## config.mk

```make
export PLATFORM = sky130hd
export DESIGN_NAME = uart_tx_cfg_flat
export DESIGN_NICKNAME = d
export VERILOG_FILES = /design/src/rtl/uart_pkg.sv /design/src/rtl/uart_tx_cfg_if.sv /design/src/rtl/uart_bit_timer.sv /design/src/rtl/uart_tx_cfg.sv /design/src/flat_wrapper.sv
export SDC_FILE = /design/constraint.sdc
export NUM_CORES = 1
export LEC_CHECK = 0
export CORE_MARGIN = 2
export CORE_UTILIZATION = 59
export DETAILED_ROUTE_END_ITERATION = 10
export PLACE_DENSITY = 0.79
export SLEW_MARGIN = 10
export SYNTH_ARGS = -nofsm -noshare
export SYNTH_HDL_FRONTEND = slang
export SYNTH_SLANG_ARGS = --single-unit
```

## constraint.sdc

```tcl
create_clock -name hwclk -period 2.8 [get_ports hwclk]
set_clock_uncertainty 0.1 [all_clocks]
set_input_delay 0.56 -clock hwclk [delete_from_list [all_inputs] [get_ports hwclk]]
set_output_delay 0.56 -clock hwclk [all_outputs]
set_load 0.1 [all_outputs]
```

## src/rtl/uart_pkg.sv

```systemverilog
// Shared types and helpers for the configurable UART transmitter and its bit timer.
// Holds the FSM state encoding, parity-mode constants and the baud divisor calculation.
package uart_pkg;

    typedef enum logic [2:0] {
        StIdle,
        StStart,
        StData,
        StParity,
        StStop
    } tx_state_e;

    localparam int unsigned PAR_NONE = 0;
    localparam int unsigned PAR_ODD  = 1;
    localparam int unsigned PAR_EVEN = 2;

    // Rounded to the nearest whole number of hwclk cycles per bit.
    function automatic int unsigned calc_div(input int unsigned clk_hz, input int unsigned baud);
        return (clk_hz + baud / 2) / baud;
    endfunction

endpackage

```

## src/rtl/uart_tx_cfg_if.sv

```systemverilog
// Producer-side valid/ready byte interface feeding the UART transmitter.
// The producer is the master; the transmitter is the slave and drives tx_ready.
interface uart_tx_cfg_if #(
    parameter int unsigned DATA_BITS = 8
) ();

    logic [DATA_BITS-1:0] tx_data;
    logic                 tx_valid;
    logic                 tx_ready;

    modport master (
        output tx_data,
        output tx_valid,
        input  tx_ready
    );

    modport slave (
        input  tx_data,
        input  tx_valid,
        output tx_ready
    );

endinterface

```

## src/rtl/uart_bit_timer.sv

```systemverilog
// Bit-period timer: counts 0..DIV-1 while enabled and flags the final cycle of each bit.
// Wraps to zero on tick so a new bit period starts on the following cycle.
module uart_bit_timer #(
    parameter int unsigned CNTR_W = 32,
    parameter int unsigned DIV    = 2
) (
    input  logic hwclk,
    input  logic rst_n,
    input  logic restart,
    input  logic enable,
    output logic tick
);

    localparam logic [CNTR_W-1:0] LAST = CNTR_W'(DIV - 1);

    if ($clog2(DIV) > CNTR_W) begin : g_bad_width
        $error("uart_bit_timer: CNTR_W too narrow for DIV");
    end

    logic [CNTR_W-1:0] cnt_q, cnt_d;

    assign tick = enable && (cnt_q == LAST);

    always_comb begin
        cnt_d = cnt_q;
        if (restart) begin
            cnt_d = '0;
        end else if (enable) begin
            cnt_d = tick ? '0 : cnt_q + CNTR_W'(1);
        end
    end

    always_ff @(posedge hwclk or negedge rst_n) begin
        if (!rst_n) begin
            cnt_q <= '0;
        end else begin
            cnt_q <= cnt_d;
        end
    end

endmodule

```

## src/rtl/uart_tx_cfg.sv

```systemverilog
// Configurable UART transmitter: DATA_BITS payload, optional odd/even parity, 1 or 2 stop bits.
// All outputs are registered; the line idles high and each bit lasts DIV hwclk cycles.
module uart_tx_cfg
    import uart_pkg::*;
#(
    parameter int unsigned CLK_HZ    = 12000000,
    parameter int unsigned BAUD      = 9600,
    parameter int unsigned DATA_BITS = 8,
    parameter int unsigned PARITY    = 0,
    parameter int unsigned STOP_BITS = 1,
    parameter int unsigned CNTR_W    = 32
) (
    input  logic          hwclk,
    input  logic          rst_n,
    uart_tx_cfg_if.slave  tx_if,
    output logic          ftdi_tx,
    output logic          busy,
    output logic          frame_sent
);

    localparam int unsigned DIV   = calc_div(CLK_HZ, BAUD);
    localparam int unsigned IDX_W = $clog2(DATA_BITS);
    localparam logic [IDX_W-1:0] LAST_IDX  = IDX_W'(DATA_BITS - 1);
    localparam logic             LAST_STOP = 1'(STOP_BITS - 1);

    if (DIV < 2) begin : g_bad_div
        $error("uart_tx_cfg: CLK_HZ/BAUD gives DIV < 2");
    end
    if (DATA_BITS < 5 || DATA_BITS > 9) begin : g_bad_data_bits
        $error("uart_tx_cfg: DATA_BITS must be 5..9");
    end
    if (PARITY > PAR_EVEN) begin : g_bad_parity
        $error("uart_tx_cfg: PARITY must be 0, 1 or 2");
    end
    if (STOP_BITS < 1 || STOP_BITS > 2) begin : g_bad_stop_bits
        $error("uart_tx_cfg: STOP_BITS must be 1 or 2");
    end

    tx_state_e            state_q, state_d;
    logic [DATA_BITS-1:0] data_q, data_d;
    logic                 par_q, par_d;
    logic [IDX_W-1:0]     bit_idx_q, bit_idx_d;
    logic                 stop_idx_q, stop_idx_d;
    logic                 ftdi_q, ftdi_d;
    logic                 ready_q, ready_d;
    logic                 busy_q, busy_d;
    logic                 fs_q, fs_d;

    logic accept;
    logic tick;

    // Timer is held at zero in idle, so the start bit gets a full DIV cycles.
    uart_bit_timer #(
        .CNTR_W (CNTR_W),
        .DIV    (DIV)
    ) u_bit_timer (
        .hwclk   (hwclk),
        .rst_n   (rst_n),
        .restart (state_q == StIdle),
        .enable  (state_q != StIdle),
        .tick    (tick)
    );

    assign accept         = tx_if.tx_valid && ready_q;
    assign tx_if.tx_ready = ready_q;
    assign ftdi_tx        = ftdi_q;
    assign busy           = busy_q;
    assign frame_sent     = fs_q;

    always_comb begin
        state_d    = state_q;
        data_d     = data_q;
        par_d      = par_q;
        bit_idx_d  = bit_idx_q;
        stop_idx_d = stop_idx_q;
        fs_d       = 1'b0;

        unique case (state_q)
            StIdle: begin
                if (accept) begin
                    state_d    = StStart;
                    data_d     = tx_if.tx_data;
                    par_d      = (PARITY == PAR_ODD) ? ~(^tx_if.tx_data) : ^tx_if.tx_data;
                    bit_idx_d  = '0;
                    stop_idx_d = 1'b0;
                end
            end
            StStart: begin
                if (tick) state_d = StData;
            end
            StData: begin
                if (tick) begin
                    if (bit_idx_q == LAST_IDX) begin
                        state_d = (PARITY == PAR_NONE) ? StStop : StParity;
                    end else begin
                        bit_idx_d = bit_idx_q + IDX_W'(1);
                    end
                end
            end
            StParity: begin
                if (tick) state_d = StStop;
            end
            StStop: begin
                if (tick) begin
                    if (stop_idx_q == LAST_STOP) begin
                        state_d = StIdle;
                        fs_d    = 1'b1;
                    end else begin
                        stop_idx_d = 1'b1;
                    end
                end
            end
            default: state_d = StIdle;
        endcase

        // Outputs are decoded from the next state so they register alongside it.
        ready_d = (state_d == StIdle);
        busy_d  = !ready_d;
        unique case (state_d)
            StStart:  ftdi_d = 1'b0;
            StData:   ftdi_d = data_d[bit_idx_d];
            StParity: ftdi_d = par_d;
            default:  ftdi_d = 1'b1;
        endcase
    end

    always_ff @(posedge hwclk or negedge rst_n) begin
        if (!rst_n) begin
            state_q    <= StIdle;
            data_q     <= '0;
            par_q      <= 1'b0;
            bit_idx_q  <= '0;
            stop_idx_q <= 1'b0;
            ftdi_q     <= 1'b1;
            ready_q    <= 1'b1;
            busy_q     <= 1'b0;
            fs_q       <= 1'b0;
        end else begin
            state_q    <= state_d;
            data_q     <= data_d;
            par_q      <= par_d;
            bit_idx_q  <= bit_idx_d;
            stop_idx_q <= stop_idx_d;
            ftdi_q     <= ftdi_d;
            ready_q    <= ready_d;
            busy_q     <= busy_d;
            fs_q       <= fs_d;
        end
    end

endmodule

```

## src/flat_wrapper.sv

```systemverilog
// flat-port wrapper written by rule: the top's interface ports become plain ports
module uart_tx_cfg_flat import uart_pkg::*;
#(
    parameter int unsigned CLK_HZ    = 12000000,
    parameter int unsigned BAUD      = 9600,
    parameter int unsigned DATA_BITS = 8,
    parameter int unsigned PARITY    = 0,
    parameter int unsigned STOP_BITS = 1,
    parameter int unsigned CNTR_W    = 32
)
  (hwclk, rst_n, ftdi_tx, busy, frame_sent, tx_if_tx_data, tx_if_tx_valid, tx_if_tx_ready);
  uart_tx_cfg_if #(.DATA_BITS(DATA_BITS)) tx_if_i ();
  input  logic hwclk;
  input  logic rst_n;
  output logic ftdi_tx;
  output logic busy;
  output logic frame_sent;
  input wire logic [$bits(tx_if_i.tx_data)-1:0] tx_if_tx_data;
  input wire logic [$bits(tx_if_i.tx_valid)-1:0] tx_if_tx_valid;
  output wire logic [$bits(tx_if_i.tx_ready)-1:0] tx_if_tx_ready;
  assign tx_if_i.tx_data = tx_if_tx_data;
  assign tx_if_i.tx_valid = tx_if_tx_valid;
  assign tx_if_tx_ready = tx_if_i.tx_ready;
  uart_tx_cfg #(.CLK_HZ(CLK_HZ), .BAUD(BAUD), .DATA_BITS(DATA_BITS), .PARITY(PARITY), .STOP_BITS(STOP_BITS), .CNTR_W(CNTR_W)) u_core (.hwclk(hwclk), .rst_n(rst_n), .tx_if(tx_if_i), .ftdi_tx(ftdi_tx), .busy(busy), .frame_sent(frame_sent));
endmodule
```

==> summary.md, run 1 <==
| Metric | Value |
|---|---|
| Clock tree buffer depth | `2` |
| Fill cell total of the finished layout | `320` |
| Post-DRT Antenna Nets | `0` |
| Relative slew slack | `62.12%` |
| Power density over cell area | `421.3 nW/um2` |
| Crit path capture type | `flop` |
| Count of unique library cells instantiated by Yosys | `42` |
| Pin count of the biggest net entering global routing | `26` |
| Crit path kind | `reg2reg` |
| Final Cycle Share | `87.70%` |
| CTS Root Buffer Type | `clkbuf_8` |
| Residual DRC | `0` |
| Drt wl/cell | `14.83 um` |
| Biggest area contributors in the synthesized netlist | `dfrtp_1, xor2_1, nand2_1, xnor2_1, nor2_1` |
| Final hold violation count | `0` |
| Proportion of register bits with asynchronous set or reset after synthesis | `100.0%` |
| Peak supply drop | `0.3027 mV` |
| Total setup buffers inserted after CTS | `0` |
| Number of cells on the worst reg-to-reg path | `9` |
| Die Outline Area | `4886 um2` |
| CTS clk-pin slew, worst paths | `90 ps` |
| Fraction of power consumed by combinational cells | `4.3%` |
| Effective utilization at floorplan | `62.71%` |
| # setup viols final | `0` |
| Post-DP Area | `2771 um2` |
| Reported leakage power | `0.001320 uW` |
| Max-slew violation count | `0` |
| Final design utilization | `69.90%` |
| Warning count from the yosys run | `0` |
| Switching power | `267.9 uW` |
| Wire length the detailed router placed on met1 | `2197 um` |
| Internal power component | `935.5 uW` |
| Most frequent cell after synthesis | `dfrtp_1` |
| Via count of the first global-routing pass | `1903` |
| Vias per cell | `5.746` |
| Met3 WL post-DR | `192 um` |
| Status | `finished, final reports clean` |
| Clock sink count | `51` |
| Crit Path Max Fanout | `6` |
| Clock tree from TritonCTS | `done` |
| Arrival @ worst endpoint | `2600 ps` |
| Die extent in y | `69.90 um` |
| Dominant cell type by area after synthesis | `dfrtp_1` |
| Width of the chip | `69.90 um` |
| Top achievable clock speed | `0.4072 GHz` |
| Most instantiated cells after synthesis | `dfrtp_1, nand2_1, nor2_1` |
| Highest Signal Layer | `met4` |
| Iteration-0 DRC Markers | `143` |
| Sequential cell area fraction in the yosys report | `49.90%` |
| Final nets | `290` |
| CTS resizes | `0` |
| Synthesized netlist net count | `272` |
| Mean cell area of the mapped netlist | `9.932 um2` |
| Top_reg_cell synth | `dfrtp_1` |
| Final weighted congestion of routability-driven global placement | `0.8095` |
| Fraction of layout cells with a size suffix above 1 | `11.19%` |
| Origin of the critical flop-to-flop path | `u_core.u_bit_timer.cnt_q[1]` |
| Setup crit start kind | `flop` |
| Layout overhead on the synthesized area | `11.47%` |
| Share of the synthesized area in the top cell type | `47.85%` |
| Register bit count reported by yosys | `51` |
| Initial antenna violation count | `0` |
| Worst min-delay path class | `in2async` |
| Number of optimization iterations in the first detailed-route pass | `4` |
| GRT Total Usage | `22.23%` |
| Number of standard-cell rows in the floorplan | `23` |
| Reg-to-reg endpoint | `u_core.ftdi_tx` |
| Skew-Pair Late Insertion Delay | `310 ps` |
| Count of input and output buffers | `14` |
| Cells after DPL | `319` |
| Least-Margin Pin Slew | `568.2 ps` |
| Max-cap check violation count | `0` |
| Ports | `15` |
| Final Instance Area | `2856 um2` |
| EDFF count, synth | `0` |
| Mapped Area | `2562 um2` |
| Setup TNS | `0 ps` |
| RSZ-0062 raised after global routing | `no` |
| Setup slack of the most critical reg-to-reg path | `340 ps` |
| CTS Buf Count | `5` |
| Antenna Cells | `0` |
| Total half-perimeter wirelength after legalization and detailed placement | `3531 um` |
| Gr ovfl total | `0` |
| Depth of the CTS H-tree | `2` |
| Required time of the critical path | `2950 ps` |
| Cells after Synth | `258` |
| Routed length on met2 | `2406 um` |
| Sequential fraction of design power | `61.2%` |
| Wirelength, routed | `4848 um` |
| Switching power share of the total | `22.26%` |
| Power share of the clock group | `34.6%` |
| Final Instance Count excl. Fillers | `327` |
| Via count | `1879` |
| Placeable core region | `4086 um2` |
| Number of hold buffers added after CTS | `0` |
| Clock period minus worst slack | `2456 ps` |
| Wire length of the first global-routing pass | `8714 um` |
==> worst max-delay path, stage by stage (launching register included) <==
cell and delay [ps]:
dfrtp_1 420, inv_1 70, ha_1 150, nor4b_2 210, and4_4 300, nand4_4 120, a21o_4 250, mux2_4 300
a211o_1 280, a31o_1 200
==> how the worst max path moves through the flow <==
stage / start / end
after floorplan: u_core.tx_if.tx_ready / u_core.ftdi_tx
after global placement: tx_if_tx_valid / u_core.ftdi_tx
after detailed placement: tx_if_tx_valid / u_core.ftdi_tx
after CTS: u_core.u_bit_timer.cnt_q[1] / u_core.ftdi_tx
after global routing: u_core.u_bit_timer.cnt_q[1] / u_core.ftdi_tx
final: u_core.u_bit_timer.cnt_q[1] / u_core.ftdi_tx
==> layout by cell type, fill, tap and decap left out, types with 7 or more instances in the layout <==
cell type         n
dfrtp_1          49
nand2_1          34
nor2_1           32
xor2_1           19
xnor2_1          14
nand3_1          13
clkdlybuf4s50_1   9
buf_4             9
and3_1            8
a21oi_1           7
o21ai_0           7
nand4_1           7
==> registers in the layout, indices dropped and copies added (netlist names) <==
signal,cells
u_core.bit_idx_q,3
u_core.busy,1
u_core.data_q,8
u_core.frame_sent,1
u_core.ftdi_tx,1
u_core.par_q,1
u_core.state_q,3
u_core.tx_if.tx_ready,1
u_core.u_bit_timer.cnt_q,32
==> metal layers <==
metal	vias up	track usage, %
li1	929	-
met1	903	29.82
met2	42	36.30
met3	5	5.628
met4	0	5.769
met5	-	0
==> area by class of cell <==
class	count	area [um2]	area share, %
well taps	50	62.56	2.190
inverters	6	22.52	0.7884
repair buffers	20	182.7	6.395
flip-flops and latches	51	1279	44.77
clock inverters	2	12.51	0.4380
multi-input cells	192	1225	42.88
clock buffers	6	72.57	2.541
==> logic make-up after synthesis <==
| group | Yosys count | share of synthesized area [%] |
|---|---|---|
| and+or+nand+nor | 125 | 25.83 |
| DFF | 51 | 49.90 |
| xor gates and xnor gates | 33 | 11.28 |
| AOI/OAI and AO/OA | 25 | 6.641 |
| buffers and inverters | 15 | 2.295 |
| muxes | 6 | 2.588 |
| adders and majority gates | 3 | 1.465 |
==> power by group through the flow <==
stage / logic, uW / clock network (uW) / registers, uW
2_1_floorplan: 16.5 / 0 / 751
5_1_grt: 57.6 / 464 / 736
6_report: 51.5 / 416 / 736
4_1_cts: 53.2 / 427 / 736
3_5_place_dp: 53.2 / 0 / 751
3_3_place_gp: 51.9 / 0 / 751
==> through the flow <==
step                power [uW]  hold WS, ps  worst slack [ps]
floorplan                767.2        164.4             364.1
global placement         802.4        362.8             297.2
detailed placement       803.7        366.2             264.2
CTS                       1217        148.0             325.1
global route              1258        162.7             215.2
finish                    1203        134.5             344.4
(Power assumes the default switching activity.)
==> run 2, diff against run 1 <==
--- a/config.mk
+++ b/config.mk
@@ -6,8 +6,9 @@
 export NUM_CORES = 1
 export LEC_CHECK = 0
 export CORE_MARGIN = 2
-export CORE_UTILIZATION = 59
+export CORE_UTILIZATION = 63
 export DETAILED_ROUTE_END_ITERATION = 10
+export DONT_BUFFER_PORTS = 1
 export PLACE_DENSITY = 0.79
 export SLEW_MARGIN = 10
 export SYNTH_ARGS = -nofsm -noshare
==> summary.md, run 2 (synthesis gave the netlist of run 1 again) <==
| Metric | Value |
|---|---|
| Number of optimization iterations in the first detailed-route pass | `4 (unchanged)` |
| Peak supply drop | `0.2429 mV (-20%)` |
| Width of the chip | `67.78 um (-3.0%)` |
| Arrival @ worst endpoint | `2570 ps (-30 ps)` |
| Final design utilization | `69.53% (-0.37 points)` |
| Max-slew violation count | `0 (unchanged)` |
| Post-DP Area | `2619 um2 (-5.5%)` |
| CTS clk-pin slew, worst paths | `90 ps (about the same)` |
| Largest Register | `u_core.u_bit_timer.cnt_q` |
| Status | `finished, final reports clean` |
| Gr ovfl total | `0 (unchanged)` |
| Final Cycle Share | `86.63% (-1.1 points)` |
| Residual DRC | `0 (unchanged)` |
| Final hold violation count | `0 (unchanged)` |
| Clock period minus worst slack | `2426 ps (-29.96 ps)` |
| Crit path kind | `reg2reg` |
| Clock tree buffer depth | `2 (unchanged)` |
| Antenna Cells | `0 (unchanged)` |
| Pin count of the biggest net entering global routing | `52 (+100%)` |
| Initial antenna violation count | `0 (unchanged)` |
| # setup viols final | `0 (unchanged)` |
| Vias per cell | `5.824 (+1.4%)` |
| Slowest library cell on the worst path | `dfrtp_1` |
| Wirelength, routed | `4593 um (-5.3%)` |
| Setup TNS | `0 ps (unchanged)` |
| Crit path capture type | `flop` |
| Iteration-0 DRC Markers | `103 (-28%)` |
| Routed length on met2 | `2262 um (-6.0%)` |
| Reported leakage power | `0.001265 uW (-4.2%)` |
| GRT Total Usage | `22.58% (+0.35 points)` |
| Die Outline Area | `4593 um2 (-6.0%)` |
| RSZ-0062 raised after global routing | `no` |
| Clock tree from TritonCTS | `done` |
| Die extent in y | `67.78 um (-3.0%)` |
| Met3 WL post-DR | `147 um (-23%)` |
| Power density over cell area | `431.9 nW/um2 (+2.5%)` |
| Fill cell total of the finished layout | `294 (-8.1%)` |
| Least-Margin Pin Slew | `866.7 ps (+298.5 ps)` |
| Clock sink count | `51 (unchanged)` |
| Required time of the critical path | `2950 ps (about the same)` |
| Biggest regs | `u_core.u_bit_timer.cnt_q (32), u_core.data_q (8)` |
| Drt wl/cell | `14.67 um (-1.0%)` |
| Setup crit start kind | `flop` |
| Via count | `1823 (-3.0%)` |
| Relative slew slack | `42.26% (-20 points)` |
| Fraction of layout cells with a size suffix above 1 | `9.506% (-1.7 points)` |
| CTS Root Buffer Type | `clkbuf_8` |
| Highest Signal Layer | `met4` |
| Depth of the CTS H-tree | `2 (unchanged)` |
| Post-DRT Antenna Nets | `0 (unchanged)` |
| CTS Buf Count | `5 (unchanged)` |
| Top achievable clock speed | `0.4123 GHz (+1.2%)` |
| Placeable core region | `3943 um2 (-3.5%)` |
| Cell chain of the critical path | `inv_1, ha_1, nor4b_2, and4_4, nand4_4, a21o_4, mux2_4, a211o_1, a31o_1` |
| Via count of the first global-routing pass | `1748 (-8.1%)` |
| Skew-Pair Late Insertion Delay | `310 ps (about the same)` |
| Crit Path Max Fanout | `6 (unchanged)` |
| Delay of the slowest cell on the worst path | `420 ps (about the same)` |
| Leading cell type in the layout, fill and taps excluded | `dfrtp_1` |
| Number of standard-cell rows in the floorplan | `23 (unchanged)` |
| Ports | `15 (unchanged)` |
| Wire length the detailed router placed on met1 | `2110 um (-4.0%)` |
| Layout overhead on the synthesized area | `6.982%` |
| Final Instance Area | `2741 um2 (-4.0%)` |
| Final weighted congestion of routability-driven global placement | `0.7935 (-2.0%)` |
| Wire length of the first global-routing pass | `7679 um (-12%)` |
| Total setup buffers inserted after CTS | `0 (unchanged)` |
| Count of input and output buffers | `0 (-14)` |
| Max-cap check violation count | `0 (unchanged)` |
| Final nets | `276 (-4.8%)` |
| Effective utilization at floorplan | `65.00% (+2.3 points)` |
| Total half-perimeter wirelength after legalization and detailed placement | `3203 um (-9.3%)` |
| Worst min-delay path class | `in2reg` |
| Flip-flop and latch area | `1279 um2 (unchanged)` |
| Top library cells by usage in the layout, fill and taps aside | `dfrtp_1, nand2_1, nor2_1` |
| Max FFs per register | `32 (unchanged)` |
| Area used by multi-input combinational logic | `1225 um2 (unchanged)` |
run 2: cell types whose count changed in the layout (fill, tap and decap cells not counted):
cell | before | now
buf_4 | 9 | 4
clkdlybuf4s50_1 | 9 | 0
dlygate4sd3_1 | 0 | 1
buf_16 | 0 | 1
buf_12 | 1 | 0
buf_2 | 1 | 0
run 2: power breakdown:
| part | internal (uW) | switching (uW) | leakage (uW) |
|---|---|---|---|
| clock network | 175 | 236 | 0.0000412 |
| registers | 736 | 0 | 0.000675 |
| logic | 16.3 | 21.2 | 0.000548 |
| total | 927 | 257 | 0.00126 |
run 2: area by class of cell:
type | instances | share of cell area [%]
sequential | 51 | 46.65
multi-input combinational | 192 | 44.68
clock buffer | 6 | 2.647
timing repair buffer | 6 | 2.465
tap | 50 | 2.282
inverter | 6 | 0.8215
clock inverter | 2 | 0.4564
run 2: final timing paths:
path                                                  start                    end  slack [ps]  cells past startpoint
worst max register to register  u_core.u_bit_timer.cnt_q[1]         u_core.ftdi_tx         370                      9
max in group asynchronous                             rst_n  u_core.tx_if.tx_ready        1670                      2
worst min-delay path                       tx_if_tx_data[4]       u_core.data_q[4]         280                      2
worst max-delay path            u_core.u_bit_timer.cnt_q[1]         u_core.ftdi_tx         370                      9
min in group asynchronous                             rst_n    u_core.bit_idx_q[2]         670                      2
worst min register to register             u_core.data_q[4]       u_core.data_q[4]         380                      2
run 2: repair_timing:
item                                   4_1_cts  5_1_grt
endpoints found under the hold margin       51        0
setup endpoints to repair                    0        0
resized for setup                            0        0
hold buffers                                 2        0
run 2: layer usage:
| metal | up-vias | GRT usage [%] |
|---|---|---|
| li1 | 894 | - |
| met1 | 888 | 28.93 |
| met2 | 34 | 37.99 |
| met3 | 7 | 4.667 |
| met4 | 0 | 8.000 |
| met5 | - | 0 |
run 2: stage by stage:
stage | total power (uW) | hold slack, ps | setup slack [ps] | cells
floorplan | 767.2 | 164.4 | 364.1 | 258
global placement | 769.4 | 165.4 | 399.3 | 303
detailed placement | 769.6 | 165.5 | 401.5 | 303
CTS | 1195 | 278.3 | 378.8 | 313
global route | 1226 | 294.1 | 184.3 | 313
finish | 1184 | 283.9 | 374.4 | 313
run 2: critical path, delay by kind of cell (launching register included):
family / cells / cell delay (ps)
compound gates: 3 / 750
simple gates: 3 / 620
flops: 1 / 420
mux: 1 / 300
fa+ha+maj: 1 / 130
buf+inv: 1 / 70
==> run 3, diff against run 2 <==
--- a/config.mk
+++ b/config.mk
@@ -9,7 +9,7 @@
 export CORE_UTILIZATION = 63
 export DETAILED_ROUTE_END_ITERATION = 10
 export DONT_BUFFER_PORTS = 1
-export PLACE_DENSITY = 0.79
+export PLACE_DENSITY = 0.9
 export SLEW_MARGIN = 10
 export SYNTH_ARGS = -nofsm -noshare
 export SYNTH_HDL_FRONTEND = slang
==> summary.md, run 3 (synthesis gave the netlist of run 1 again) <==
| Metric | Value |
|---|---|
| Status | `finished, final reports clean` |
| Via count of the first global-routing pass | `1736 (-0.69%)` |
| Worst min-delay path class | `in2reg` |
| Relative slew slack | `42.14% (-0.12 points)` |
| Required time of the critical path | `2950 ps (about the same)` |
| Peak supply drop | `0.2832 mV (+17%)` |
| CTS Buf Count | `5 (unchanged)` |
| Depth of the CTS H-tree | `2 (unchanged)` |
| Wire length of the first global-routing pass | `8204 um (+6.8%)` |
| Power density over cell area | `463.7 nW/um2 (+7.4%)` |
| Clock sink count | `51 (unchanged)` |
| Number of optimization iterations in the first detailed-route pass | `4 (unchanged)` |
| Gr ovfl total | `0 (unchanged)` |
| Initial antenna violation count | `0 (unchanged)` |
| Minimum setup slack after placement | `362.8 ps (-38.67 ps)` |
| Biggest regs | `u_core.u_bit_timer.cnt_q (32), u_core.data_q (8)` |
| Die Outline Area | `4593 um2 (unchanged)` |
| Clock tree from TritonCTS | `done` |
| Max FFs per register | `32 (unchanged)` |
| Via count | `1847 (+1.3%)` |
| Switching power | `257.9 uW (+0.37%)` |
| Ports | `15 (unchanged)` |
| Final weighted congestion of routability-driven global placement | `0.8305 (+4.7%)` |
| Clock period minus worst slack | `2487 ps (+61.64 ps)` |
| Leading cell type in the layout, fill and taps excluded | `dfrtp_1` |
| Pin count of the biggest net entering global routing | `52 (unchanged)` |
| CTS Root Buffer Type | `clkbuf_8` |
| CTS clk-pin slew, worst paths | `90 ps (about the same)` |
| Internal power component | `1020 uW (+10%)` |
| Residual DRC | `0 (unchanged)` |
| Setup TNS | `0 ps (unchanged)` |
| Least-Margin Pin Slew | `868.6 ps (+1.864 ps)` |
| Vias per cell | `5.920 (+1.6%)` |
| Layout overhead on the synthesized area | `7.519%` |
| RSZ-0062 raised after global routing | `no` |
| Max-cap check violation count | `0 (unchanged)` |
| Count of input and output buffers | `0 (unchanged)` |
| Effective utilization at floorplan | `65.00% (unchanged)` |
| Setup crit start kind | `flop` |
| Largest Register | `u_core.u_bit_timer.cnt_q` |
| Sequential fraction of design power | `57.6% (-4.6 points)` |
| Wirelength, routed | `4843 um (+5.4%)` |
| Fraction of layout cells with a size suffix above 1 | `8.779% (-0.73 points)` |
| # setup viols final | `0 (unchanged)` |
| Iteration-0 DRC Markers | `158 (+53%)` |
| Number of standard-cell rows in the floorplan | `23 (unchanged)` |
| Clock tree buffer depth | `2 (unchanged)` |
| Crit path capture type | `flop` |
| Width of the chip | `67.78 um (unchanged)` |
| GRT Total Usage | `24.56% (+2.0 points)` |
| Final Cycle Share | `88.83% (+2.2 points)` |
| Switching power share of the total | `20.18% (-1.5 points)` |
| Fraction of power consumed by combinational cells | `3.0% (-0.2 points)` |
| Drt wl/cell | `15.52 um (+5.8%)` |
| Final nets | `275 (-0.36%)` |
| Crit Path Max Fanout | `8 (+2)` |
| Total setup buffers inserted after CTS | `0 (unchanged)` |
| Die extent in y | `67.78 um (unchanged)` |
| Power share of the clock group | `39.4% (+4.7 points)` |
| Placeable core region | `3943 um2 (unchanged)` |
| Top library cells by usage in the layout, fill and taps aside | `dfrtp_1, nand2_1, nor2_1` |
| Skew-Pair Late Insertion Delay | `310 ps (about the same)` |
| Antenna Cells | `0 (unchanged)` |
| Reported leakage power | `0.001271 uW (+0.46%)` |
| Arrival @ worst endpoint | `2640 ps (+70 ps)` |
| Setup WS post-layout | `312.8 ps (-61.64 ps)` |
| Final hold violation count | `0 (unchanged)` |
| Crit path kind | `reg2reg` |
| Post-DRT Antenna Nets | `0 (unchanged)` |
| Total half-perimeter wirelength after legalization and detailed placement | `3331 um (+4.0%)` |
| Max-slew violation count | `0 (unchanged)` |
| Top achievable clock speed | `0.4021 GHz (-2.5%)` |
## run 3: final timing paths
check / cells past startpoint / slack (ps) / endpoint / start
max in group asynchronous: 2 / 1670 / u_core.ftdi_tx / rst_n
setup / recovery: 7 / 310 / u_core.ftdi_tx / u_core.state_q[0]
setup reg to reg: 7 / 310 / u_core.ftdi_tx / u_core.state_q[0]
hold reg to reg: 2 / 390 / u_core.data_q[2] / u_core.data_q[2]
min in group asynchronous: 2 / 660 / u_core.par_q / rst_n
hold / removal: 2 / 290 / u_core.data_q[4] / tx_if_tx_data[4]
## run 3: area by class of cell
| cell class | count | area (um2) |
|---|---|---|
| sequential | 51 | 1279 |
| multi-input combinational | 192 | 1225 |
| clock buffer | 7 | 76.32 |
| tap | 50 | 62.56 |
| fill | 301 | 1187 |
| clock inverter | 1 | 30.03 |
| timing repair buffer | 5 | 60.06 |
| inverter | 6 | 22.52 |
## run 3: power by group through the flow
stage	Combinational, uW	Sequential, uW	Clock [uW]
3_5_place_dp	19.3	751	0
5_1_grt	43.2	736	546
6_report	38.2	736	503
2_1_floorplan	16.5	751	0
4_1_cts	39.6	736	510
3_3_place_gp	18.5	751	0
## run 3: metrics by stage
| stage | total power, uW | hold WS [ps] | instance area, um2 | util, % | std cells |
|---|---|---|---|---|---|
| CTS | 1285 | 282.5 | 2755 | 69.88 | 312 |
| detailed placement | 770.0 | 166.4 | 2611 | 66.23 | 302 |
| global route | 1325 | 276.5 | 2755 | 69.88 | 312 |
| floorplan | 767.2 | 164.4 | 2562 | - | 258 |
| global placement | 769.2 | 166.3 | 2611 | 66.23 | 302 |
| finish | 1278 | 287.7 | 2755 | 69.88 | 312 |
## run 3: what timing repair did
action | CTS | global route
resized for setup | 0 | 0
hold endpoints to repair | 51 | 0
hold buffers | 2 | 0
## run 3: layer usage
| layer | vias up | track usage (%) | share of wire [%] |
|---|---|---|---|
| met2 | 34 | 36.52 | 49 |
| met4 | 0 | 12.00 | 2.4 |
| met5 | - | 0 | 0 |
| met1 | 910 | 34.50 | 46 |
| met3 | 10 | 4.833 | 3.3 |
| li1 | 893 | - | - |
## run 3: critical path, cell delays in order (launching register included)
cell and delay, ps:
dfrtp_1 450, nor3_1 320, and3_1 420, mux2_1 380, a211oi_1 200, a211oi_1 80
a211o_1 280, a31o_1 200
